### src/rtl/fib_pkg.sv
// Shared definitions for the binary-to-Zeckendorf converter.
//   IN_W_DEF / OUT_W_DEF : default widths, shared with stream_encryption
//   fib_state_e          : converter FSM states
//   zeck_ref()           : reference greedy Zeckendorf encoder (checking only)
package fib_pkg;

  localparam int unsigned IN_W_DEF  = 16;
  localparam int unsigned OUT_W_DEF = 32;

  typedef enum logic [1:0] {
    IDLE,
    GROW,
    DESCEND
  } fib_state_e;

  // Bit k of the result carries weight F(k+2): 1, 2, 3, 5, 8, ...
  function automatic logic [OUT_W_DEF-1:0] zeck_ref(input logic [IN_W_DEF-1:0] value);
    logic [OUT_W_DEF-1:0] code;
    longint unsigned      w [OUT_W_DEF];
    longint unsigned      rem;
    code = '0;
    rem  = longint'(value);
    w[0] = 1;
    w[1] = 2;
    for (int k = 2; k < int'(OUT_W_DEF); k++) begin
      w[k] = w[k-1] + w[k-2];
    end
    for (int k = int'(OUT_W_DEF) - 1; k >= 0; k--) begin
      if (w[k] <= rem) begin
        code[k] = 1'b1;
        rem     = rem - w[k];
      end
    end
    return code;
  endfunction

endpackage

### src/rtl/bin_to_fibonacci.sv
// Converts an unsigned binary value into its Zeckendorf (Fibonacci standard-form) code word.
// Fibonacci terms are generated on the fly: GROW walks the term pair (a, b) up past the
// value, DESCEND walks back down greedily subtracting terms and setting code bits.
//
// Ports:
//   clk          : clock, rising edge
//   rst          : asynchronous active-low reset
//   en_b_f       : start request, only honoured in IDLE
//   bin_in       : value to convert, captured on the accepting edge
//   fib_out      : code word, bit k weighs F(k+2); held until the next conversion completes
//   convert_done : one-cycle pulse when fib_out has just been updated
//   busy         : high from the accepting edge until the completing edge
module bin_to_fibonacci
  import fib_pkg::*;
#(
  parameter int unsigned IN_W  = IN_W_DEF,
  parameter int unsigned OUT_W = OUT_W_DEF,
  parameter int unsigned FW    = IN_W + 1
) (
  input  logic             clk,
  input  logic             rst,
  input  logic             en_b_f,
  input  logic [IN_W-1:0]  bin_in,
  output logic [OUT_W-1:0] fib_out,
  output logic             convert_done,
  output logic             busy
);

  localparam int unsigned     IDX_W   = $clog2(OUT_W);
  localparam logic [IDX_W-1:0] IDX_MAX = IDX_W'(OUT_W - 1);

  fib_state_e       state_q, state_d;
  logic [FW-1:0]    res_q, res_d;
  logic [FW-1:0]    a_q, a_d;
  logic [FW-1:0]    b_q, b_d;
  logic [IDX_W-1:0] idx_q, idx_d;
  logic [OUT_W-1:0] shadow_q, shadow_d;
  logic [OUT_W-1:0] fib_out_q, fib_out_d;
  logic             done_q, done_d;
  logic             busy_q, busy_d;
  // Captured input, kept only so the result can be cross-checked at completion.
  logic [IN_W-1:0]  bin_q, bin_d;

  always_comb begin
    state_d   = state_q;
    res_d     = res_q;
    a_d       = a_q;
    b_d       = b_q;
    idx_d     = idx_q;
    shadow_d  = shadow_q;
    fib_out_d = fib_out_q;
    done_d    = 1'b0;
    busy_d    = busy_q;
    bin_d     = bin_q;

    unique case (state_q)
      IDLE: begin
        if (en_b_f) begin
          res_d    = FW'(bin_in);
          a_d      = FW'(1);
          b_d      = FW'(2);
          idx_d    = '0;
          shadow_d = '0;
          busy_d   = 1'b1;
          bin_d    = bin_in;
          state_d  = GROW;
        end
      end

      GROW: begin
        // a always holds the weight of bit idx, b the weight of bit idx+1.
        if ((b_q <= res_q) && (idx_q < IDX_MAX)) begin
          a_d   = b_q;
          b_d   = a_q + b_q;
          idx_d = idx_q + IDX_W'(1);
        end else begin
          state_d = DESCEND;
        end
      end

      DESCEND: begin
        if (a_q <= res_q) begin
          shadow_d[idx_q] = 1'b1;
          res_d           = res_q - a_q;
        end
        a_d   = b_q - a_q;
        b_d   = a_q;
        idx_d = idx_q - IDX_W'(1);
        if (idx_q == '0) begin
          fib_out_d = shadow_d;
          done_d    = 1'b1;
          busy_d    = 1'b0;
          state_d   = IDLE;
        end
      end

      default: state_d = IDLE;
    endcase
  end

  always_ff @(posedge clk or negedge rst) begin
    if (!rst) begin
      state_q   <= IDLE;
      res_q     <= '0;
      a_q       <= '0;
      b_q       <= '0;
      idx_q     <= '0;
      shadow_q  <= '0;
      fib_out_q <= '0;
      done_q    <= 1'b0;
      busy_q    <= 1'b0;
      bin_q     <= '0;
    end else begin
      state_q   <= state_d;
      res_q     <= res_d;
      a_q       <= a_d;
      b_q       <= b_d;
      idx_q     <= idx_d;
      shadow_q  <= shadow_d;
      fib_out_q <= fib_out_d;
      done_q    <= done_d;
      busy_q    <= busy_d;
      bin_q     <= bin_d;
    end
  end

  assign fib_out      = fib_out_q;
  assign convert_done = done_q;
  assign busy         = busy_q;

  // An undersized OUT_W silently truncates the code word; flag it here.
  a_capacity : assert property (@(posedge clk) disable iff (!rst)
    (state_q == GROW && b_q <= res_q) |-> (idx_q < IDX_MAX));

  a_no_adjacent : assert property (@(posedge clk) disable iff (!rst)
    convert_done |-> ((fib_out & (fib_out >> 1)) == '0));

  if (IN_W == IN_W_DEF && OUT_W == OUT_W_DEF) begin : g_ref_chk
    a_matches_ref : assert property (@(posedge clk) disable iff (!rst)
      convert_done |-> (fib_out == zeck_ref(bin_q)));
  end

endmodule

### config.mk
export PLATFORM = sky130hd
export DESIGN_NAME = bin_to_fibonacci
export DESIGN_NICKNAME = d
export VERILOG_FILES = /design/src/rtl/fib_pkg.sv /design/src/rtl/bin_to_fibonacci.sv
export SDC_FILE = /design/constraint.sdc
export NUM_CORES = 1
export LEC_CHECK = 0
export BUFFER_PORTS_ARGS = -buffer_cell sky130_fd_sc_hd__clkbuf_2
export CORE_AREA = 10 10 139 154
export DETAILED_ROUTE_END_ITERATION = 8
export DIE_AREA = 0 0 149 164
export PLACE_DENSITY = 0.7
export REMOVE_ABC_BUFFERS = 1
export SYNTH_ARGS = -nofsm -noshare
export SYNTH_HDL_FRONTEND = slang
export SYNTH_SLANG_ARGS = --single-unit
### constraint.sdc
create_clock -name clk -period 2.8 [get_ports clk]
set_clock_uncertainty 0.05 [all_clocks]
set_input_delay 0.28 -clock clk [delete_from_list [all_inputs] [get_ports clk]]
set_output_delay 0.28 -clock clk [all_outputs]
set_load 0.01 [all_outputs]
* Word-level counts from Yosys, hierarchy flattened
Index checks and enable logic that the tools add are counted.
Word-level totals: flip-flop bits (word level) 124, output and inout bits 34, input port bits 19, logic and storage cells 65
Cells by class: equality and inequality tests 7, add/sub/neg operators 5, bitwise operators 1, multiplexer cells 26, $lt $le $gt $ge 5, reductions and logical operators 12
Operators by type and width (number):
- 2-to-1 mux 17 bit | 6
- case mux 17 bit (3 select lines) | 2
- 2-to-1 mux 32 bit | 2
- case mux 32 bit (2 select lines) | 1
- <= comparator 17 bit | 2
- case mux 17 bit (2 select lines) | 1
- subtractor 17 bit | 2
- bitwise OR 32 bit | 1
- adder 17 bit | 1
- case mux 5 bit (3 select lines) | 1
- AND reduction 3 bit | 4
- 2-to-1 mux 5 bit | 2
- != test 2 bit, second input constant | 5
- less-than comparator 5 x 6 -> 1 bit, second input constant | 1
- 2-to-1 mux 2 bit | 3
- case mux 2 bit (3 select lines) | 1
- adder 5 x 1 -> 5 bit, second input constant | 1
- demux 1 bit (select 5 bit) | 1
- greater-or-equal comparator 5 x 1 -> 1 bit, second input constant | 1
- zero test 5 bit | 1
- less-than comparator 5 bit, second input constant | 1
- 2-to-1 mux 1 bit | 5
- subtractor 5 x 1 -> 5 bit, second input constant | 1
- AND reduction 2 bit | 2
- 7 further kinds | 8

* Longest topological paths before layout
Gate-level depths: netlist of the first run.
depth in word-level cells 7, mapped depth 13, mapped depth without buffers 12

* Worst setup path before layout of the first run
Ideal clock, no wire load.
kind reg2reg, start register a_q[1], end register res_q[7], setup slack 0.171 ns, data arrival time 2.456 ns, period minus slack after synthesis 2.629 ns, cell stages (with the launch flop) 14, cells stage by stage dfrtp_1 > inv_1 > ha_1 > nor2b_1 > o21ai_0 > a21oi_1 > o31ai_1 > a21oi_1 > o31ai_2 > a31oi_2 > clkbuf_8 > clkbuf_8 > nor2_1 > a21oi_1
Between the ends: cells in the longest elaborated chain, start to end 3, elaborated cells between the ends (all ways) 6
Ends and longest elaborated chain:
- start: declaration | line bin_to_fibonacci.sv:34 | logic [FW-1:0] a_q, a_d;
- start signal: assignment | line bin_to_fibonacci.sv:105 | a_q <= '0;
- start signal: assignment | line bin_to_fibonacci.sv:116 | a_q <= a_d;
- subtractor 17 bit / <= comparator 17 bit (equally long branches) | line bin_to_fibonacci.sv:84, bin_to_fibonacci.sv:82
- 2-to-1 mux 17 bit / != test 2 bit (equally long branches)
- case mux 17 bit (2 select lines) / AND reduction 3 bit (equally long branches)
- end signal: assignment | line bin_to_fibonacci.sv:115 | res_q <= res_d;
- end: declaration | line bin_to_fibonacci.sv:33 | logic [FW-1:0] res_q, res_d;
Parallel ways exist; a longest one is shown, timed or not. The select of a mux whose other input is x is not followed. A chain may end at the register's enable or synchronous reset.

* Worst setup path after layout of the first run
start register a_q[0], end register b_q[16]
Between the ends: cells in the longest elaborated chain, start to end 3
Ends and longest elaborated chain:
- adder 17 bit | line bin_to_fibonacci.sv:74 | b_d = a_q + b_q;
- 2-to-1 mux 17 bit | line bin_to_fibonacci.sv:72 | if ((b_q <= res_q) && (idx_q < IDX_MAX)) begin
- case mux 17 bit (3 select lines) | line bin_to_fibonacci.sv:56 | unique case (state_q)
- end signal: assignment | line bin_to_fibonacci.sv:106 | b_q <= '0;
- end signal: assignment | line bin_to_fibonacci.sv:117 | b_q <= b_d;
- end: declaration | line bin_to_fibonacci.sv:35 | logic [FW-1:0] b_q, b_d;
No other way between the ends. The select of a mux whose other input is x is not followed.

==> results of run 1 <==
## state kept, by name, indices dropped and copies added, names as in the netlist
signal	cells
a_q	17
state_q	2
fib_out	32
convert_done	1
shadow_q	32
idx_q	5
b_q	17
res_q	17
busy	1
## per-layer routing
layer  up-vias  global-route usage, %  part of all wire [%]
met5         -                      0                     0
met1      3407                   21.6                    44
met2       179                   28.5                    48
li1       3477                      -                     -
met3        33                   2.86                   4.9
met4         0                   7.05                   2.6
## synth_stat cells, drive strengths merged (12+ instances only)
master	count	area, um^2
xnor2	28	245
nand3	33	165
inv	62	233
dfrtp	124	3100
ha	72	901
clkbuf	31	156
nor2b	17	114
a21oi	66	338
nor2	66	248
buf	14	83.8
o22ai	17	106
mux2i	12	120
nand2	158	593
a21o	13	97.6
o21ai	85	425
## final timing paths
check,end,slack (ns),depth (start not counted)
max,b_q[16],-0.02,12
min,res_q[8],0.07,3
max reg2reg,b_q[16],-0.02,12
min reg2reg,fib_out[4],0.41,2
max in group asynchronous,res_q[2],1.57,3
min in group asynchronous,fib_out[9],0.32,2
## report_power, final
| group | internal [mW] | switching, mW |
|---|---|---|
| registers | 2.24 | 0.370 |
| clock network | 1.50 | 0.841 |
| logic | 3.40 | 4.67 |
| total | 7.13 | 5.88 |
## critical path: stages (launching register included)
cell and delay [ns]:
dfrtp_1 0.39, ha_2 0.22, inv_2 0.04, fa_2 0.37, o21ba_4 0.20, o211ai_1 0.21
a21oi_2 0.10, a21oi_2 0.26, a211o_1 0.20, a311o_1 0.22, xnor2_1 0.14, mux2i_1 0.20
o21ai_1 0.08
## layout make-up
| cell class | count | area (um^2) | share of cell area, % |
|---|---|---|---|
| well taps | 243 | 304 | 3.14 |
| flip-flops and latches | 124 | 3100 | 32.0 |
| clock inverters | 13 | 194 | 2.00 |
| multi-input cells | 711 | 4630 | 47.8 |
| repair buffers | 113 | 779 | 8.05 |
| clock buffers | 19 | 433 | 4.47 |
| inverters | 65 | 244 | 2.52 |
## cells by family after synthesis
kind of cell,after synthesis,synth area share [%]
muxes,13,1.62
AOI/OAI and AO/OA,258,20.0
xor gates and xnor gates,38,4.11
buffers and inverters,110,5.98
DFF,124,38.3
adders and majority gates,76,12.1
and+or+nand+nor,326,17.8
## through the flow
stage / setup slack [ns] / total power, mW / std cells / TNS (ns) / hold WS [ns]
2_1_floorplan: -1.64 / 7.83 / 900 / -100.08 / -0.0656
3_3_place_gp: -0.0216 / 10.1 / 1247 / -0.0216 / 0.232
3_5_place_dp: -0.0303 / 10.1 / 1247 / -0.0639 / 0.231
4_1_cts: 0.00247 / 12.6 / 1281 / 0 / 0.0586
5_1_grt: -0.152 / 14.0 / 1288 / -1.53 / 0.100
6_report: -0.0224 / 13.0 / 1288 / -0.0224 / 0.0669
## repair_timing
| action | in CTS | in global routing |
|---|---|---|
| setup endpoints to repair | 15 | 83 |
| resized for setup | 2 | 32 |
| hold buffers | 1 | 0 |
| pin swaps | 5 | 18 |
| setup buffers | 1 | 8 |
| hold endpoints to repair | 38 | 0 |
==> flow_summary.ini, run 1 <==
[outcome]
status = finished, violations left
violations = setup timing

[timing]
worstMarginPinSlew_ns = 0.616
layout_setup_ws_ns = -0.0224
hold_viol = 0
fmax_ghz = 0.354
maxSlewHeadroom_pct = 58.9
drv_slew = 0
post-route-min-period_ns = 2.82
grt_setup_unrepaired = yes
timing.final.crit_share_pct = 101
setup_viol = 1

[critical_path]
cp-end-kind = register
r2r_start = a_q[0]
start_kind = register
worst-setup-path-type = register to register
cp_data_required_time_ns = 3.05
path_max_fanout = 4
critPathLaunch = a_q[0]
worst_ep_arrival_time_ns = 3.07

[final_layout]
final_cell_mix = nand2_1 (157), dfrtp_1 (124), o21ai_0 (78)
antenna_cells = 0
syn_to_final_growth_pct = 19.7
layout_commonest_cell = nand2_1
nFillCells = 1704
drive_gt1_share_pct = 17.2
finish.net_count = 1127
design_area_um2 = 9680
fin_util_pct = 53.2

[global_routing]
grt-ovfl-total = 0
antenna_found_initial = 0
grt_usage_pct = 17.1
grt_pass1_vias = 6775
grt_pass1_wl_um = 34000
grt_max_degree = 56

[hold_path]
hold_start = bin_in[8]
min_path_type = input pin to register

[synth]
yosysSeqAreaShare_pct = 38.3
ys_ff_latch = 124
synth_edf_count = 0
syn_area_um2 = 8090
synth-main-ff-cell = dfrtp_1
synthCells = 945
avgSynthCellArea_um2 = 8.56
synth_cell_type_count = 70
async_reset_ff_share_pct = 100
ys_warn_count = 0

[drt]
route.antenna.remaining_nets = 0
via_count = 7096
drt_iter0_markers = 508
wirelength_um = 20900
drc = 0
drt_first_pass_iters = 5
route.detailed.wl_per_inst_um = 16.2
viasPerCell = 5.51

[cts]
cts_buffers = 17
cts_buffer_depth = 2
cts_tree = built
clk_latency_ns = 0.42
clock_sinks = 124
clk_pin_slew_ns = 0.06
clockRootBuffer = clkbuf_16
cts-htree-levels = 4

[place]
dp_hpwl_um = 15000
postPlaceCellArea_um2 = 8870
place_congestion = 0.954
port_buffers = 52

[floorplan]
rows = 52
core_um2 = 18200
ios = 53
die_y_um = 164
dieArea_um2 = 24400
die_w_um = 149
start_util_pct = 44.4

[job]
maxCapViolCount = 0

[power]
vdd_drop_max_v = 0.000577
power_density_nw_per_um2 = 1340
power.leakage_nw = 4.66
(Power assumes the default switching activity.)
==> run 2, diff against run 1 <==
--- a/config.mk
+++ b/config.mk
@@ -5,11 +5,13 @@
 export SDC_FILE = /design/constraint.sdc
 export NUM_CORES = 1
 export LEC_CHECK = 0
+export ABC_AREA = 1
 export BUFFER_PORTS_ARGS = -buffer_cell sky130_fd_sc_hd__clkbuf_2
-export CORE_AREA = 10 10 139 154
+export CORE_AREA = 10 10 151 167
 export DETAILED_ROUTE_END_ITERATION = 8
-export DIE_AREA = 0 0 149 164
-export PLACE_DENSITY = 0.7
+export DIE_AREA = 0 0 161 177
+export PLACE_DENSITY = 0.69
+export RECOVER_POWER = 100
 export REMOVE_ABC_BUFFERS = 1
 export SYNTH_ARGS = -nofsm -noshare
 export SYNTH_HDL_FRONTEND = slang
==> run 2 against run 1 <==
  * The flow now finishes without violations
  * Combinational power increased by 2%
  * Sequential share of layout area decreased by 2.8 points
  * Clock power decreased by 2%
  * Global-route usage increased by 1.8 points
  * Sequential power about the same
  * Die area increased by 17%
  * Non-clock buffer count decreased by 46
  * Critical endpoint is now res_q[1]
  * Largest cell class unchanged
  * Highest routed layer unchanged
==> flow_summary.ini, run 2 <==
[outcome]
status = complete, no violations

[drt]
drc = 0
drt_first_pass_iters = 5
drt_iter0_markers = 774
route.detailed.wl_per_inst_um = 14.7
viasPerCell = 5.12
via_count = 9299
route.antenna.remaining_nets = 0
wirelength_um = 26700

[hold_path]
holdPathStages = 5
worstHoldEndpoint = res_q[12]
min_path_type = input pin to register
hold_start = bin_in[12]

[synth]
synthTopCellsByArea = dfrtp_1 (32%), nand2_1 (23%), ha_1 (9.3%)
synth-main-ff-cell = dfrtp_1
synth_edf_count = 0
synthCells = 1478
ys_top_cells_by_count = nand2_1 (579), inv_1 (196), dfrtp_1 (124)
synth_top_cell_area_share_pct = 32.1
ys_ff_latch = 124
avgSynthCellArea_um2 = 6.53
syn_area_um2 = 9660
async_reset_ff_share_pct = 100
synth_most_common_cell = nand2_1
yosysSeqAreaShare_pct = 32.1
ys_warn_count = 0
synth_cell_type_count = 41
yosys.area.top_type = dfrtp_1

[critical_path]
r2r_slack_ns = 0.25
cp_data_required_time_ns = 3.05
r2r_cells = 14
start_kind = register
r2r_start = a_q[1]
reg2reg_to = res_q[1]
path_max_fanout = 17
cp-end-kind = register
worst_ep_arrival_time_ns = 2.80
worst-setup-path-type = register to register

[cts]
clock_sinks = 124
clk_latency_ns = 0.42
clk_pin_slew_ns = 0.06
cts_buffer_depth = 2
cts-htree-levels = 4
clockRootBuffer = clkbuf_16
cts_tree = built
cts_buffers = 17

[timing]
fmax_ghz = 0.392
hold_viol = 0
worstMarginPinSlew_ns = 1.24
maxSlewHeadroom_pct = 17.3
timing.final.crit_share_pct = 91.1
grt_setup_unrepaired = no
setup_viol = 0
post-route-min-period_ns = 2.55
drv_slew = 0

[power]
p_total_mw = 13.1
power_density_nw_per_um2 = 1240
vdd_drop_max_v = 0.000880
power.leakage_nw = 5.78

[final_layout]
syn_to_final_growth_pct = 9.93
final_cell_mix = nand2_1 (590), inv_1 (196), dfrtp_1 (124)
fin_util_pct = 48.6
antenna_cells = 0
finish.net_count = 1604
drive_gt1_share_pct = 5.59
layout_commonest_cell = nand2_1
nFillCells = 2267

[floorplan]
ios = 53
die_y_um = 177
start_util_pct = 44.2
rows = 57
die_w_um = 161
dieArea_um2 = 28500
core_um2 = 21800

[place]
place_congestion = 0.927
dp_hpwl_um = 19400
port_buffers = 52

[global_routing]
antenna_found_initial = 0
grt_pass1_wl_um = 44600
grt_max_degree = 55
grt_pass1_vias = 9040
grt_usage_pct = 18.9
grt-ovfl-total = 0

[job]
maxCapViolCount = 0
## run 2: cell types whose count changed after synthesis, sizes merged, moves of 18 or more
cell | before | now
xnor2 | 28 | 3
o21ai | 85 | 52
nor2 | 66 | 84
nand3 | 33 | 123
nand2 | 158 | 595
inv | 62 | 202
a22oi | 8 | 26
## run 2: power by group
| group | leakage [nW] | internal (mW) | switching [mW] |
|---|---|---|---|
| clock network | 0.287 | 1.40 | 0.898 |
| registers | 1.69 | 2.18 | 0.404 |
| logic | 3.81 | 2.48 | 5.77 |
| total | 5.78 | 6.06 | 7.07 |
## run 2: cell families (layout without fill, tap and decap cells)
family | after synthesis | in the layout | synth area share, %
and+or+nand+nor | 839 | 839 | 35.8
xor gates and xnor gates | 7 | 7 | 0.635
DFF | 124 | 124 | 32.1
muxes | 2 | 2 | 0.207
buffers and inverters | 257 | 300 | 11.0
adders and majority gates | 76 | 76 | 10.2
AOI/OAI and AO/OA | 173 | 173 | 9.99
## run 2: timing repair
item,in CTS,in global routing
endpoints found under the hold margin,44,0
gates resized for setup,0,0
hold buffers,1,0
setup buffers,0,0
## run 2: worst max path at each step
stage | from | slack [ns] | endpoint | depth (start not counted)
2_1_floorplan | state_q[0] | -0.88 | a_q[0] | 9
3_3_place_gp | a_q[1] | 0.35 | fib_out[12] | 14
3_5_place_dp | a_q[1] | 0.28 | shadow_q[23] | 12
4_1_cts | a_q[1] | 0.26 | fib_out[31] | 14
5_1_grt | a_q[1] | 0.04 | res_q[0] | 14
6_report | a_q[1] | 0.25 | res_q[1] | 14
## run 2: metal layers
| layer | wire length, um | GRT usage, % | share of wire (%) | up-vias |
|---|---|---|---|---|
| li1 | - | - | - | 4716 |
| met1 | 12500 | 25.1 | 47 | 4327 |
| met2 | 12400 | 31.1 | 46 | 220 |
| met3 | 1230 | 2.82 | 4.6 | 36 |
| met4 | 493 | 5.92 | 1.8 | 0 |
| met5 | 0 | 0 | 0 | - |
## run 2: area by class of cell
type                    instances  area [um^2]  area share [%]
clock inverters                13          168            1.58
repair buffers                 67          330            3.11
multi-input cells            1097         5460            51.4
flip-flops and latches        124         3100            29.2
inverters                     202          761            7.17
well taps                     295          369            3.48
clock buffers                  18          429            4.04
## run 2: critical path: stages (launching register included)
cell,delay (ns)
dfrtp_1,0.47
inv_1,0.18
ha_1,0.35
nand2_1,0.08
o21ai_2,0.21
nand2_1,0.10
nand2_2,0.10
nand2_1,0.07
nand2_2,0.11
nand2_2,0.08
nand3_1,0.07
nand2_1,0.16
buf_4,0.25
nand2_1,0.07
o21ai_0,0.08
## run 2: stage by stage
stage               std cells  hold slack (ns)  area [um^2]  TNS, ns  worst slack [ns]
detailed placement       1784            0.308        10100        0             0.277
floorplan                1423          -0.0656         9350   -52.94            -0.880
finish                   1816           0.0989        10600        0             0.249
global placement         1784            0.299        10100        0             0.348
global route             1816            0.126        10600        0            0.0409
CTS                      1816           0.0957        10700        0             0.257
==> run 3, diff against run 2 <==
--- a/config.mk
+++ b/config.mk
@@ -10,7 +10,7 @@
 export CORE_AREA = 10 10 151 167
 export DETAILED_ROUTE_END_ITERATION = 8
 export DIE_AREA = 0 0 161 177
-export PLACE_DENSITY = 0.69
+export PLACE_DENSITY = 0.67
 export RECOVER_POWER = 100
 export REMOVE_ABC_BUFFERS = 1
 export SYNTH_ARGS = -nofsm -noshare
==> constraint.sdc (replaced) <==
create_clock -name clk -period 2.44 [get_ports clk]
set_clock_uncertainty 0.05 [all_clocks]
set_input_delay 0.244 -clock clk [delete_from_list [all_inputs] [get_ports clk]]
set_output_delay 0.244 -clock clk [all_outputs]
set_load 0.01 [all_outputs]
==> run 3 against run 2 <==
  * Largest power group unchanged
  * Setup slack lost 0.15 ns
  * Cell area grew 3.3%
  * Flip-flop and latch count stayed put
  * Sequential share of layout area decreased by 0.91 points
  * Global-route usage rose by 0.24 points
  * Hold slack lost 0.036 ns
  * Critical path depth fell by 1
  * Via count rose by 1.5%
  * Core utilization grew 1.6 points
  * Non-clock buffer count grew 16
  * Die area unchanged
  * The run now ends with capacitance limit, slew limit left
==> flow_summary.ini, run 3 (synthesis gave the netlist of run 2 again) <==
[global_routing]
grt_max_degree = 125
grt_pass1_vias = 9267
grt-ovfl-total = 0
grt_usage_pct = 19.1
grt_pass1_wl_um = 45200
antenna_found_initial = 0

[timing]
timing.final.crit_share_pct = 95.8
drv_slew = 125
fmax_ghz = 0.428
grt_setup_unrepaired = yes
setup_viol = 0
worstMarginPinSlew_ns = 1.63
layout_setup_ws_ns = 0.102
hold_viol = 0
maxSlewHeadroom_pct = -8.92
post-route-min-period_ns = 2.34
hold_slack_ns = 0.0625

[critical_path]
worst_ep_arrival_time_ns = 2.59
cp_slowest_cell = dfrtp_1
start_kind = register
cp_data_required_time_ns = 2.69
slowest_delay_ns = 0.48
r2r_slack_ns = 0.10
cpMostUsedCell = nand2_1
worstPathCellList = ha_1 -> nand2_1 -> inv_1 -> nand2_1 -> nor2_2 -> nand4_1 -> nand3_1 -> nand2_1 -> nand3_2 -> nand2_2 -> clkbuf_16 -> nand2_1 -> o21ai_0
path_max_fanout = 23
cp-end-kind = register
reg2reg_to = idx_q[3]
r2r_cells = 13
worst-setup-path-type = register to register
r2r_start = b_q[12]

[power]
power.leakage_nw = 5.90
vdd_drop_max_v = 0.00101
power_density_nw_per_um2 = 1460

[drt]
drt_first_pass_iters = 5
route.antenna.remaining_nets = 0
drt_iter0_markers = 683
route.detailed.wl_per_inst_um = 15.1
drc = 0
via_count = 9436
wirelength_um = 27600
viasPerCell = 5.15

[final_layout]
syn_to_final_growth_pct = 13.5
antenna_cells = 0
fin_util_pct = 50.2
final_cell_mix = nand2_1 (576), inv_1 (196), dfrtp_1 (123)
nFillCells = 2210
finish.net_count = 1621
layout_commonest_cell = nand2_1
drive_gt1_share_pct = 9.42

[job]
maxCapViolCount = 1

[floorplan]
rows = 57
dieArea_um2 = 28500
core_um2 = 21800
start_util_pct = 44.2
die_w_um = 161
ios = 53
die_y_um = 177

[cts]
cts_buffer_depth = 2
clock_sinks = 124
cts_buffers = 17
cts_tree = built
clk_latency_ns = 0.42
clk_pin_slew_ns = 0.06
clockRootBuffer = clkbuf_16
cts-htree-levels = 4

[place]
port_buffers = 52
post-place-ws_ns = 0.0568
place_congestion = 0.889
dp_hpwl_um = 19400

[hold_path]
worstHoldEndpoint = res_q[15]
holdPathStages = 5
hold_start = bin_in[15]
min_path_type = input pin to register

[outcome]
violations = capacitance limit, slew limit
status = finished, violations left
## run 3: cell types whose count changed in the layout (fill, tap and decap cells not counted), sizes merged
cell	delta
clkbuf	-2
buf	+18
inv	+4
clkinvlp	+1
nand2	+1
bufinv	-1
clkinv	-3
## run 3: layout make-up
cell class	count	area, um^2	share of cell area [%]
clock inverters	14	160	1.46
well taps	295	369	3.37
multi-input cells	1098	5640	51.5
clock buffers	18	429	3.92
inverters	202	761	6.94
flip-flops and latches	124	3100	28.3
repair buffers	83	498	4.54
## run 3: worst max-delay path, delay by kind of cell, from the launching register on
| kind | cells | cell delay [ns] |
|---|---|---|
| AO/OA/AOI/OAI | 1 | 0.07 |
| adder cells (fa/ha/maj) | 1 | 0.34 |
| buffers and inverters | 2 | 0.29 |
| flip-flops | 1 | 0.48 |
| AND/OR/NAND/NOR | 9 | 0.99 |
## run 3: report_power, final
group / switching, mW / leakage [nW] / internal, mW
clock network: 1.06 / 0.280 / 1.53
registers: 0.454 / 1.69 / 2.50
logic: 7.10 / 3.93 / 3.35
## run 3: routing by layer
layer  share of wire, %  wire (um)  up-vias  global-route usage, %
met1                 47      12900     4412                   25.4
met5                  0          0        -                      0
met2                 47      13000      248                   31.8
met3                4.5       1240       33                   2.33
met4                1.7        462        0                   6.07
li1                   -          -     4743                      -
## run 3: repair_timing
action | in CTS | in global routing
endpoints found under the hold margin | 124 | 0
gates resized for setup | 0 | 38
setup buffers | 0 | 1
hold buffers | 1 | 0
endpoints found under the setup margin | 0 | 98
## run 3: stage by stage
stage	setup TNS (ns)	area, um^2	cells	power (mW)
after floorplan	-93.72	9350	1423	9.74
after global placement	0	10200	1798	12.5
after detailed placement	0	10200	1798	12.7
after CTS	0	10800	1831	15.3
after global routing	-0.456	11000	1834	17.5
final	0	11000	1834	16.0
## run 3: worst max-delay path by stage
stage | startpoint | to | slack (ns) | cells past startpoint
2_1_floorplan | state_q[0] | a_q[0] | -1.24 | 9
3_3_place_gp | a_q[4] | fib_out[15] | 0.08 | 12
4_1_cts | b_q[0] | a_q[10] | 0.0006 | 14
3_5_place_dp | a_q[14] | fib_out[12] | 0.06 | 10
5_1_grt | a_q[14] | res_q[6] | -0.05 | 12
6_report | b_q[12] | idx_q[3] | 0.10 | 13
